File: config.mk
export PLATFORM = sky130hd
export DESIGN_NAME = pipeline_buffer_hs
export DESIGN_NICKNAME = d
export VERILOG_FILES = /design/src/rtl/pipeline_buffer_hs_pkg.sv /design/src/rtl/pipeline_buffer_hs_pipe_stage.sv /design/src/rtl/pipeline_buffer_hs.sv
export SDC_FILE = /design/constraint.sdc
export NUM_CORES = 1
export LEC_CHECK = 0
export BUFFER_PORTS_ARGS = -buffer_cell sky130_fd_sc_hd__buf_2
export CORE_AREA = 8 8 45 47
export DETAILED_ROUTE_END_ITERATION = 8
export DIE_AREA = 0 0 53 55
export HOLD_SLACK_MARGIN = 0.12
export PLACE_DENSITY_LB_ADDON = 0.08
export SKIP_CTS_REPAIR_TIMING = 1
export SLEW_MARGIN = 15
export SYNTH_ARGS = -nofsm -noshare
export SYNTH_HDL_FRONTEND = slang
export SYNTH_HIERARCHICAL = 1
export SYNTH_SLANG_ARGS = --single-unit
File: constraint.sdc
create_clock -name clk -period 2.4 [get_ports clk]
set_clock_uncertainty 0.2 [all_clocks]
set_input_delay 0.36 -clock clk [delete_from_list [all_inputs] [get_ports clk]]
set_output_delay 0.36 -clock clk [all_outputs]
set_load 0.02 [all_outputs]
File: src/rtl/pipeline_buffer_hs_pkg.sv
// Shared constants for the decoder pipeline-buffer blocks.
//   PIPE_DEPTH_MAX : deepest chain allowed. Beyond this the ip_ready
//                    combinational ripple from op_ready gets too long and
//                    a skid-register variant is needed instead.
//   cnt_w()        : width of an occupancy counter covering 0..depth.
package pipeline_buffer_hs_pkg;

  localparam int PIPE_DEPTH_MAX = 8;

  function automatic int cnt_w(input int depth);
    return $clog2(depth + 1);
  endfunction

endpackage

File: src/rtl/pipeline_buffer_hs_pipe_stage.sv
// pipe_stage: one WIDTH-bit data + valid register of the handshake chain.
// Ports:
//   clk, rst (sync, active-low) : clock / reset; reset clears data and valid
//   flush                       : clears valid on the next edge
//   ld                          : load enable (advance) for this stage
//   v_in, d_in                  : entry offered by the upstream stage
//   v_q, d_q                    : registered stage contents
module pipe_stage
  import pipeline_buffer_hs_pkg::*;
#(
  parameter int WIDTH = 1
) (
  input  logic             clk,
  input  logic             rst,
  input  logic             flush,
  input  logic             ld,
  input  logic             v_in,
  input  logic [WIDTH-1:0] d_in,
  output logic             v_q,
  output logic [WIDTH-1:0] d_q
);

  logic             v_d;
  logic [WIDTH-1:0] d_d;

  always_comb begin
    v_d = v_q;
    d_d = d_q;
    if (ld) begin
      v_d = v_in;
      // Data bits of a bubble are don't-care; skip the write to save toggles.
      if (v_in) d_d = d_in;
    end
    if (flush) v_d = 1'b0;
  end

  always_ff @(posedge clk) begin
    if (!rst) begin
      v_q <= 1'b0;
      d_q <= '0;
    end else begin
      v_q <= v_d;
      d_q <= d_d;
    end
  end

endmodule

File: src/rtl/pipeline_buffer_hs.sv
// pipeline_buffer_hs: DEPTH-stage, WIDTH-bit register chain with valid/ready
// handshake on both sides, bubble collapsing, synchronous flush and a
// registered occupancy count.
// Ports:
//   clk, rst (sync, active-low)
//   ip, ip_valid, ip_ready  : upstream handshake (ip_ready combinational)
//   op, op_valid, op_ready  : downstream handshake (op from last stage)
//   flush                   : discard all contents on the next edge
//   count                   : number of valid stages
module pipeline_buffer_hs
  import pipeline_buffer_hs_pkg::*;
#(
  parameter int WIDTH = 1,
  parameter int DEPTH = 4
) (
  input  logic                       clk,
  input  logic                       rst,
  input  logic [WIDTH-1:0]           ip,
  input  logic                       ip_valid,
  output logic                       ip_ready,
  output logic [WIDTH-1:0]           op,
  output logic                       op_valid,
  input  logic                       op_ready,
  input  logic                       flush,
  output logic [$clog2(DEPTH+1)-1:0] count
);

  localparam int CNT_W = cnt_w(DEPTH);

  if (DEPTH < 1 || DEPTH > PIPE_DEPTH_MAX || WIDTH < 1) begin : g_bad_param
    $error("pipeline_buffer_hs: need WIDTH>=1 and 1<=DEPTH<=PIPE_DEPTH_MAX");
  end

  logic [DEPTH-1:0]            v;
  logic [DEPTH-1:0][WIDTH-1:0] d;
  logic [DEPTH-1:0]            v_in;
  logic [DEPTH-1:0][WIDTH-1:0] d_in;
  logic [DEPTH-1:0]            adv;
  logic                        acc;
  logic                        in_hs, out_hs;
  logic [CNT_W-1:0]            count_d, count_q;

  // Advance chain: a stage moves if it is empty or everything downstream of
  // it moves. Built with a running OR from the output end so the chain is a
  // plain ripple with no self-referencing vector.
  always_comb begin
    acc = op_ready;
    adv = '0;
    for (int i = DEPTH - 1; i >= 0; i--) begin
      acc    = acc | ~v[i];
      adv[i] = acc;
    end
  end

  always_comb begin
    v_in    = v << 1;
    d_in    = d << WIDTH;
    v_in[0] = ip_valid;
    d_in[0] = ip;
  end

  for (genvar i = 0; i < DEPTH; i++) begin : g_stage
    pipe_stage #(.WIDTH(WIDTH)) u_stage (
      .clk  (clk),
      .rst  (rst),
      .flush(flush),
      .ld   (adv[i]),
      .v_in (v_in[i]),
      .d_in (d_in[i]),
      .v_q  (v[i]),
      .d_q  (d[i])
    );
  end

  // Handshakes are suppressed during reset and flush so nothing is taken or
  // delivered in a cycle whose contents are about to be discarded.
  assign ip_ready = adv[0] & rst & ~flush;
  assign op_valid = v[DEPTH-1] & rst & ~flush;
  assign op       = d[DEPTH-1];

  assign in_hs  = ip_valid & ip_ready;
  assign out_hs = op_valid & op_ready;

  // Stages only shift, never duplicate or drop, so occupancy changes solely
  // through the two handshakes; this tracks popcount(v) without an adder tree.
  always_comb begin
    count_d = count_q + CNT_W'(in_hs) - CNT_W'(out_hs);
    if (flush) count_d = '0;
  end

  always_ff @(posedge clk) begin
    if (!rst) count_q <= '0;
    else      count_q <= count_d;
  end

  assign count = count_q;

endmodule

==> results of run 1 <==
-- worst max-delay path by stage --
stage / from / to / slack, ns / depth (start not counted)
6_report: g_stage[2].u_stage/v_q / count[2] / 0.26 / 9
3_5_place_dp: flush / count[2] / 0.13 / 10
2_1_floorplan: flush / count[2] / 0.29 / 9
5_1_grt: g_stage[2].u_stage/v_q / count[2] / 0.15 / 9
3_3_place_gp: rst / count[2] / 0.16 / 10
4_1_cts: g_stage[2].u_stage/v_q / count[2] / 0.24 / 9
-- per-layer routing --
layer  global-route usage, %  wire (microns)  up-vias  part of all wire (%)
met5                       0               0        -                     0
met1                   9.342             492      188                    50
met3                   3.209              48        2                   4.9
met4                   6.466              21        0                   2.1
li1                        -               -      225                     -
met2                   13.48             426        8                    43
-- through the flow --
step / std cells / power [mW]
floorplan: 56 / 0.2055
global placement: 87 / 0.2216
detailed placement: 87 / 0.2217
CTS: 91 / 0.3459
global route: 91 / 0.3625
finish: 91 / 0.3379
-- final cells by class --
| class | count | area, sq um | share of cell area [%] |
|---|---|---|---|
| Clock buffer | 4 | 26.28 | 3.730 |
| Inverter | 4 | 15.01 | 2.131 |
| Multi-Input combinational cell | 41 | 337.8 | 47.96 |
| Sequential cell | 11 | 220.2 | 31.26 |
| Tap cell | 16 | 20.02 | 2.842 |
| Timing Repair Buffer | 15 | 85.08 | 12.08 |
-- cells by family after synthesis --
| logic type | synth area share [%] |
|---|---|
| AO/OA/AOI/OAI | 2.621 |
| XOR/XNOR | 3.930 |
| adder cells (fa/ha/maj) | 7.860 |
| buffers and inverters | 2.619 |
| flip-flops | 38.43 |
| multiplexers | 13.97 |
| AND/OR/NAND/NOR | 30.57 |
-- power groups by stage --
| stage | Sequential (mW) | Combinational, mW | Clock (mW) |
|---|---|---|---|
| 2_1_floorplan | 0.192 | 0.0136 | 0 |
| 3_3_place_gp | 0.192 | 0.0300 | 0 |
| 3_5_place_dp | 0.192 | 0.0301 | 0 |
| 4_1_cts | 0.187 | 0.0301 | 0.128 |
| 5_1_grt | 0.188 | 0.0338 | 0.141 |
| 6_report | 0.187 | 0.0296 | 0.121 |
-- flip-flops by register name (all words and copies together), names as in the netlist --
signal / count
g_stage.u_stage/v_q: 4
g_stage.u_stage/d_q: 4
count: 3
-- tightest hold or removal path, stage by stage --
cell	delay, ns
buf_2	0.09
nand2_1	0.05
mux2i_1	0.05
-- layout by cell type, fill, tap and decap left out, types with 2 or more instances in the layout --
| master | n |
|---|---|
| nand2_1 | 13 |
| dfxtp_1 | 11 |
| buf_2 | 11 |
| mux2i_1 | 8 |
| inv_1 | 4 |
| nor3b_2 | 4 |
| buf_4 | 4 |
| clkbuf_4 | 3 |
| and2_1 | 2 |
| nor2_1 | 2 |
| ha_1 | 2 |
==> results.sh, run 1 <==
export IMPL_worst_r2r_setup_slack_ns=0.26
export IMPL_dominantRegCellSynth="dfxtp_1"
export IMPL_sequential_fraction_of_the_synthesis_area_pct=38.43
export IMPL_synth_cell_type_count=18
export IMPL_fin_setup_tns_ns=0
export IMPL_critPathMaxStageDelay_ns=0.44
export IMPL_tritoncts="built"
export IMPL_post_synth_cell_area_avg_sq_um=10.23
export IMPL_worst_slack_ns=0.2554
export IMPL_io_buffers=11
export IMPL_floorplan_die_area_sq_mm=0.002915
export IMPL_p_int_mw=0.2643
export IMPL_drtPass1Iterations=4
export IMPL_gpl_final_weighted_congestion=0.6623
export IMPL_power_density_normalized_to_cell_area_mw_per_mm2=479.7
export IMPL_grt_setup_unrepaired="no"
export IMPL_dpl_instance_area_sq_um=678.2
export IMPL_crit_path_cell_trace="nand4b_4 > o211ai_1 > ha_1 > inv_1 > ha_1 > inv_1 > fa_1 > xnor3_1 > nor2_1"
export IMPL_critical_path_reg2reg_endpoint="count[2]"
export IMPL_final_min_clock_period_ns=2.145
export IMPL_r2r_start="g_stage[2].u_stage/v_q"
export IMPL_io_pins=12
export IMPL_drtAntennaViolNets=0
export IMPL_max_freq_mhz=466.3
export IMPL_clkLatencyLatePin_ns=0.26
export IMPL_final_cell_area_sq_um=704.4
export IMPL_rows=14
export IMPL_crit_arrival_ns=2.10
export IMPL_layout_core_utilization_pct=50.90
export IMPL_syn_inst=56
export IMPL_async_flop_share_pct=0
export IMPL_finalNetCount=85
export IMPL_mappedNetlistArea_sq_um=573.1
export IMPL_hold_path_class="input port to flip-flop"
export IMPL_hold_ws_ns=0.1444
export IMPL_die_width_microns=53
export IMPL_path_max_fanout=5
export IMPL_preCtsSetupSlack_ns=0.1349
export IMPL_post_route_period_util_pct=89.36
export IMPL_crit_required_ns=2.36
export IMPL_antenna_found_initial=0
export IMPL_worst_setup_sp_type="flip-flop"
export IMPL_finalWirelength_microns=988
export IMPL_critical_path_endpoint_type="flip-flop"
export IMPL_r2r_cells=9
export IMPL_drc=0
export IMPL_yosys_warnings=6
export IMPL_cts_made_buffers=3
export IMPL_path_buf_inv=2
export IMPL_floorplan_initialDensity_pct=41.41
export IMPL_num_fill_cells=137
export IMPL_hold_path_end="g_stage[0].u_stage/d_q"
export IMPL_synth_seq_cells=11
export IMPL_clock_power_share_pct=35.8
export IMPL_max_slew_violation_count=0
export IMPL_status="completed"
export IMPL_drt_vias_per_instance=4.648
export IMPL_grt_start_max_net_pins=14
export IMPL_share_comb_of_total_power_pct=8.8
export IMPL_core_area_sq_mm=0.001384
export IMPL_diodes=0
export IMPL_cts_htree_levels=1
export IMPL_hold_path_cell_count=3
export IMPL_yosys_cell_count_top_type="nand2_1"
export IMPL_dp_hpwl_microns=794.8
export IMPL_drt_wirelength_per_cell_microns=10.86
export IMPL_clockRootBuffer="clkbuf_4"
export IMPL_netSwitchingPower_mw=0.07360
export IMPL_timing_hold_worst_start="ip"
export IMPL_grt_pass1_vias=467
export IMPL_critical_path_class="flip-flop to flip-flop"
export IMPL_max_buffers_root_to_sink=2
export IMPL_flow_area_growth_from_synthesis_pct=22.93
export IMPL_power_static_leakage_nw=0.3759
export IMPL_clock_pin_transition_on_the_worst_setup_and_hold_timing_paths_ns=0.07
export IMPL_synth_largest_type_area_fraction_pct=38.43
export IMPL_ir_drop_v=0.0002591
export IMPL_first_iter_violations=3
export IMPL_drive_above_1_share_pct=30.67
export IMPL_cap_viol_max_count=0
export IMPL_switch_share_pct=21.78
export IMPL_timing_critical_path_slowest_stage_cell="dfxtp_1"
export IMPL_synth_top_cells_by_area="dfxtp_1, mux2i_1, nor3b_2, nand2_1, ha_1"
export IMPL_netlist_top_cell_by_area="dfxtp_1"
export IMPL_cts_sinks=11
export IMPL_syn_num_nets=65
export IMPL_setup_viol_count_final=0
export IMPL_synth_common_cells="nand2_1, dfxtp_1, mux2i_1"
export IMPL_worst_slew_pin_transition_ns=0.2189
export IMPL_final_hold_violation_count=0
export IMPL_pwr_share_seq_pct=55.4
export IMPL_grt_util_all_layers_pct=8.603
export IMPL_floorplan_die_height_microns=55
export IMPL_grt_pass1_wl_microns=1821
export IMPL_globalRoute_totalOverflow=0
export IMPL_synth_edf_count=0
export IMPL_max_slew_margin_pct=85.39
export IMPL_vias_post_dr=423
export IMPL_cp_top_family="adder cells"
No activity file was read; power rests on OpenSTA's default activity.
==> run 2: changes to the inputs <==
- HOLD_SLACK_MARGIN: 0.12 -> 0.15
==> run 2 against run 1 <==
  * Power rose by 0.37%
  * Final cell count rose by 1.1%
  * Worst hold slack improved by 0.056 ns
  * First-iteration DRC count did not move
  * Core utilization rose by 0.72 points
  * Die area did not move
  * Largest power group unchanged
  * Highest routed layer unchanged
==> results.sh, run 2 (synthesis gave the netlist of run 1 again) <==
export IMPL_r2r_cells=9
export IMPL_die_width_microns=53
export IMPL_met1Wirelength_microns=495
export IMPL_met2RoutedLength_microns=430
export IMPL_worst_setup_sp_type="flip-flop"
export IMPL_ir_drop_v=0.0002591
export IMPL_worst_slack_ns=0.2554
export IMPL_route_top_layer_used="met4"
export IMPL_diodes=0
export IMPL_critical_path_reg2reg_endpoint="count[2]"
export IMPL_hold_path_cell_count=3
export IMPL_grt_start_max_net_pins=14
export IMPL_timing_critical_path_slowest_stage_cell="dfxtp_1"
export IMPL_critical_path_endpoint_type="flip-flop"
export IMPL_globalRoute_totalOverflow=0
export IMPL_drtAntennaViolNets=0
export IMPL_max_buffers_root_to_sink=2
export IMPL_floorplan_initialDensity_pct=41.41
export IMPL_first_iter_violations=3
export IMPL_drtPass1Iterations=4
export IMPL_worst_slew_pin_transition_ns=0.2189
export IMPL_post_route_period_util_pct=89.36
export IMPL_clock_pin_transition_on_the_worst_setup_and_hold_timing_paths_ns=0.07
export IMPL_timing_hold_worst_start="ip_valid"
export IMPL_io_pins=12
export IMPL_cap_viol_max_count=0
export IMPL_drt_wirelength_per_cell_microns=10.80
export IMPL_crit_path_cell_trace="nand4b_4 > o211ai_1 > ha_1 > inv_1 > ha_1 > inv_1 > fa_1 > xnor3_1 > nor2_1"
export IMPL_mostFrequentLayoutCells="nand2_1, dfxtp_1, buf_2, mux2i_1"
export IMPL_flow_area_growth_from_synthesis_pct=24.67
export IMPL_clkLatencyLatePin_ns=0.26
export IMPL_finalNetCount=86
export IMPL_total_power_mw=0.3392
export IMPL_finalWirelength_microns=994
export IMPL_grt_pass1_wl_microns=1821
export IMPL_vias_post_dr=429
export IMPL_tritoncts="built"
export IMPL_floorplan_die_area_sq_mm=0.002915
export IMPL_crit_required_ns=2.36
export IMPL_cts_htree_levels=1
export IMPL_gpl_final_weighted_congestion=0.6623
export IMPL_grt_setup_unrepaired="no"
export IMPL_hold_ws_ns=0.2005
export IMPL_crit_arrival_ns=2.10
export IMPL_hold_path_class="input port to flip-flop"
export IMPL_cts_sinks=11
export IMPL_setup_viol_count_final=0
export IMPL_status="completed"
export IMPL_power_density_normalized_to_cell_area_mw_per_mm2=474.8
export IMPL_io_buffers=11
export IMPL_grt_util_all_layers_pct=8.603
export IMPL_fin_setup_tns_ns=0
export IMPL_grt_pass1_vias=467
export IMPL_final_min_clock_period_ns=2.145
export IMPL_preCtsSetupSlack_ns=0.1349
export IMPL_final_cell_area_sq_um=714.4
export IMPL_max_slew_violation_count=0
export IMPL_r2r_start="g_stage[2].u_stage/v_q"
export IMPL_num_fill_cells=135
export IMPL_max_freq_mhz=466.3
export IMPL_drt_vias_per_instance=4.663
export IMPL_rows=14
export IMPL_final_hold_violation_count=0
export IMPL_drive_above_1_share_pct=30.26
export IMPL_antenna_found_initial=0
export IMPL_floorplan_die_height_microns=55
export IMPL_critical_path_class="flip-flop to flip-flop"
export IMPL_drc=0
export IMPL_dp_hpwl_microns=794.8
export IMPL_clockRootBuffer="clkbuf_4"
export IMPL_power_static_leakage_nw=0.3801
export IMPL_worst_r2r_setup_slack_ns=0.26
export IMPL_route_met3_wl_microns=48
export IMPL_critPathMaxStageDelay_ns=0.44
export IMPL_hold_path_end="g_stage[0].u_stage/d_q"
export IMPL_path_max_fanout=5
export IMPL_dpl_instance_area_sq_um=678.2
export IMPL_max_slew_margin_pct=85.39
export IMPL_most_common_library_cell_in_the_layout_ignoring_fill_and_taps="nand2_1"
export IMPL_cts_made_buffers=3
export IMPL_core_area_sq_mm=0.001384
==> run 2: changes by cell type in the layout (fill, tap and decap cells not counted), sizes merged <==
| cell | before | now |
|---|---|---|
| dlygate4sd3 | 0 | 1 |
==> run 2: per-stage QoR <==
stage,instances,util [%]
3_5_place_dp,87,49.01
3_3_place_gp,87,49.01
6_report,92,51.63
5_1_grt,92,51.63
2_1_floorplan,56,-
4_1_cts,91,50.90
==> run 2: worst max-delay path by stage <==
stage,start,end,slack (ns),depth (start not counted)
finish,g_stage[2].u_stage/v_q,count[2],0.26,9
global route,g_stage[2].u_stage/v_q,count[2],0.15,9
CTS,g_stage[2].u_stage/v_q,count[2],0.24,9
detailed placement,flush,count[2],0.13,10
global placement,rst,count[2],0.16,10
floorplan,flush,count[2],0.29,9
==> run 2: layer usage <==
layer / global-route usage, % / up-vias
met5: 0 / -
met4: 6.466 / 0
met3: 3.209 / 2
met2: 13.48 / 8
met1: 9.342 / 192
li1: - / 227
==> run 2: where the power goes <==
group	internal [mW]	leakage [nW]	switching (mW)	total [mW]
combinational	0.0159	0.276	0.0149	0.0308
sequential	0.185	0.0891	0.00202	0.187
clock	0.0641	0.0150	0.0569	0.121
total	0.265	0.380	0.0738	0.339
==> run 2: area by class of cell <==
| type | instances | area (sq um) | share of cell area (%) |
|---|---|---|---|
| multi-input combinational | 41 | 337.8 | 47.29 |
| sequential | 11 | 220.2 | 30.82 |
| timing repair buffer | 16 | 95.09 | 13.31 |
| clock buffer | 4 | 26.28 | 3.678 |
| tap | 16 | 20.02 | 2.802 |
| inverter | 4 | 15.01 | 2.102 |
==> run 2: critical path: cells and delay by family, from the launching register on <==
| family | cells | cell delay [ns] |
|---|---|---|
| flops | 1 | 0.44 |
| fa+ha+maj | 3 | 0.75 |
| compound gates | 1 | 0.18 |
| xor+xnor | 1 | 0.21 |
| buf+inv | 2 | 0.10 |
| simple gates | 2 | 0.16 |
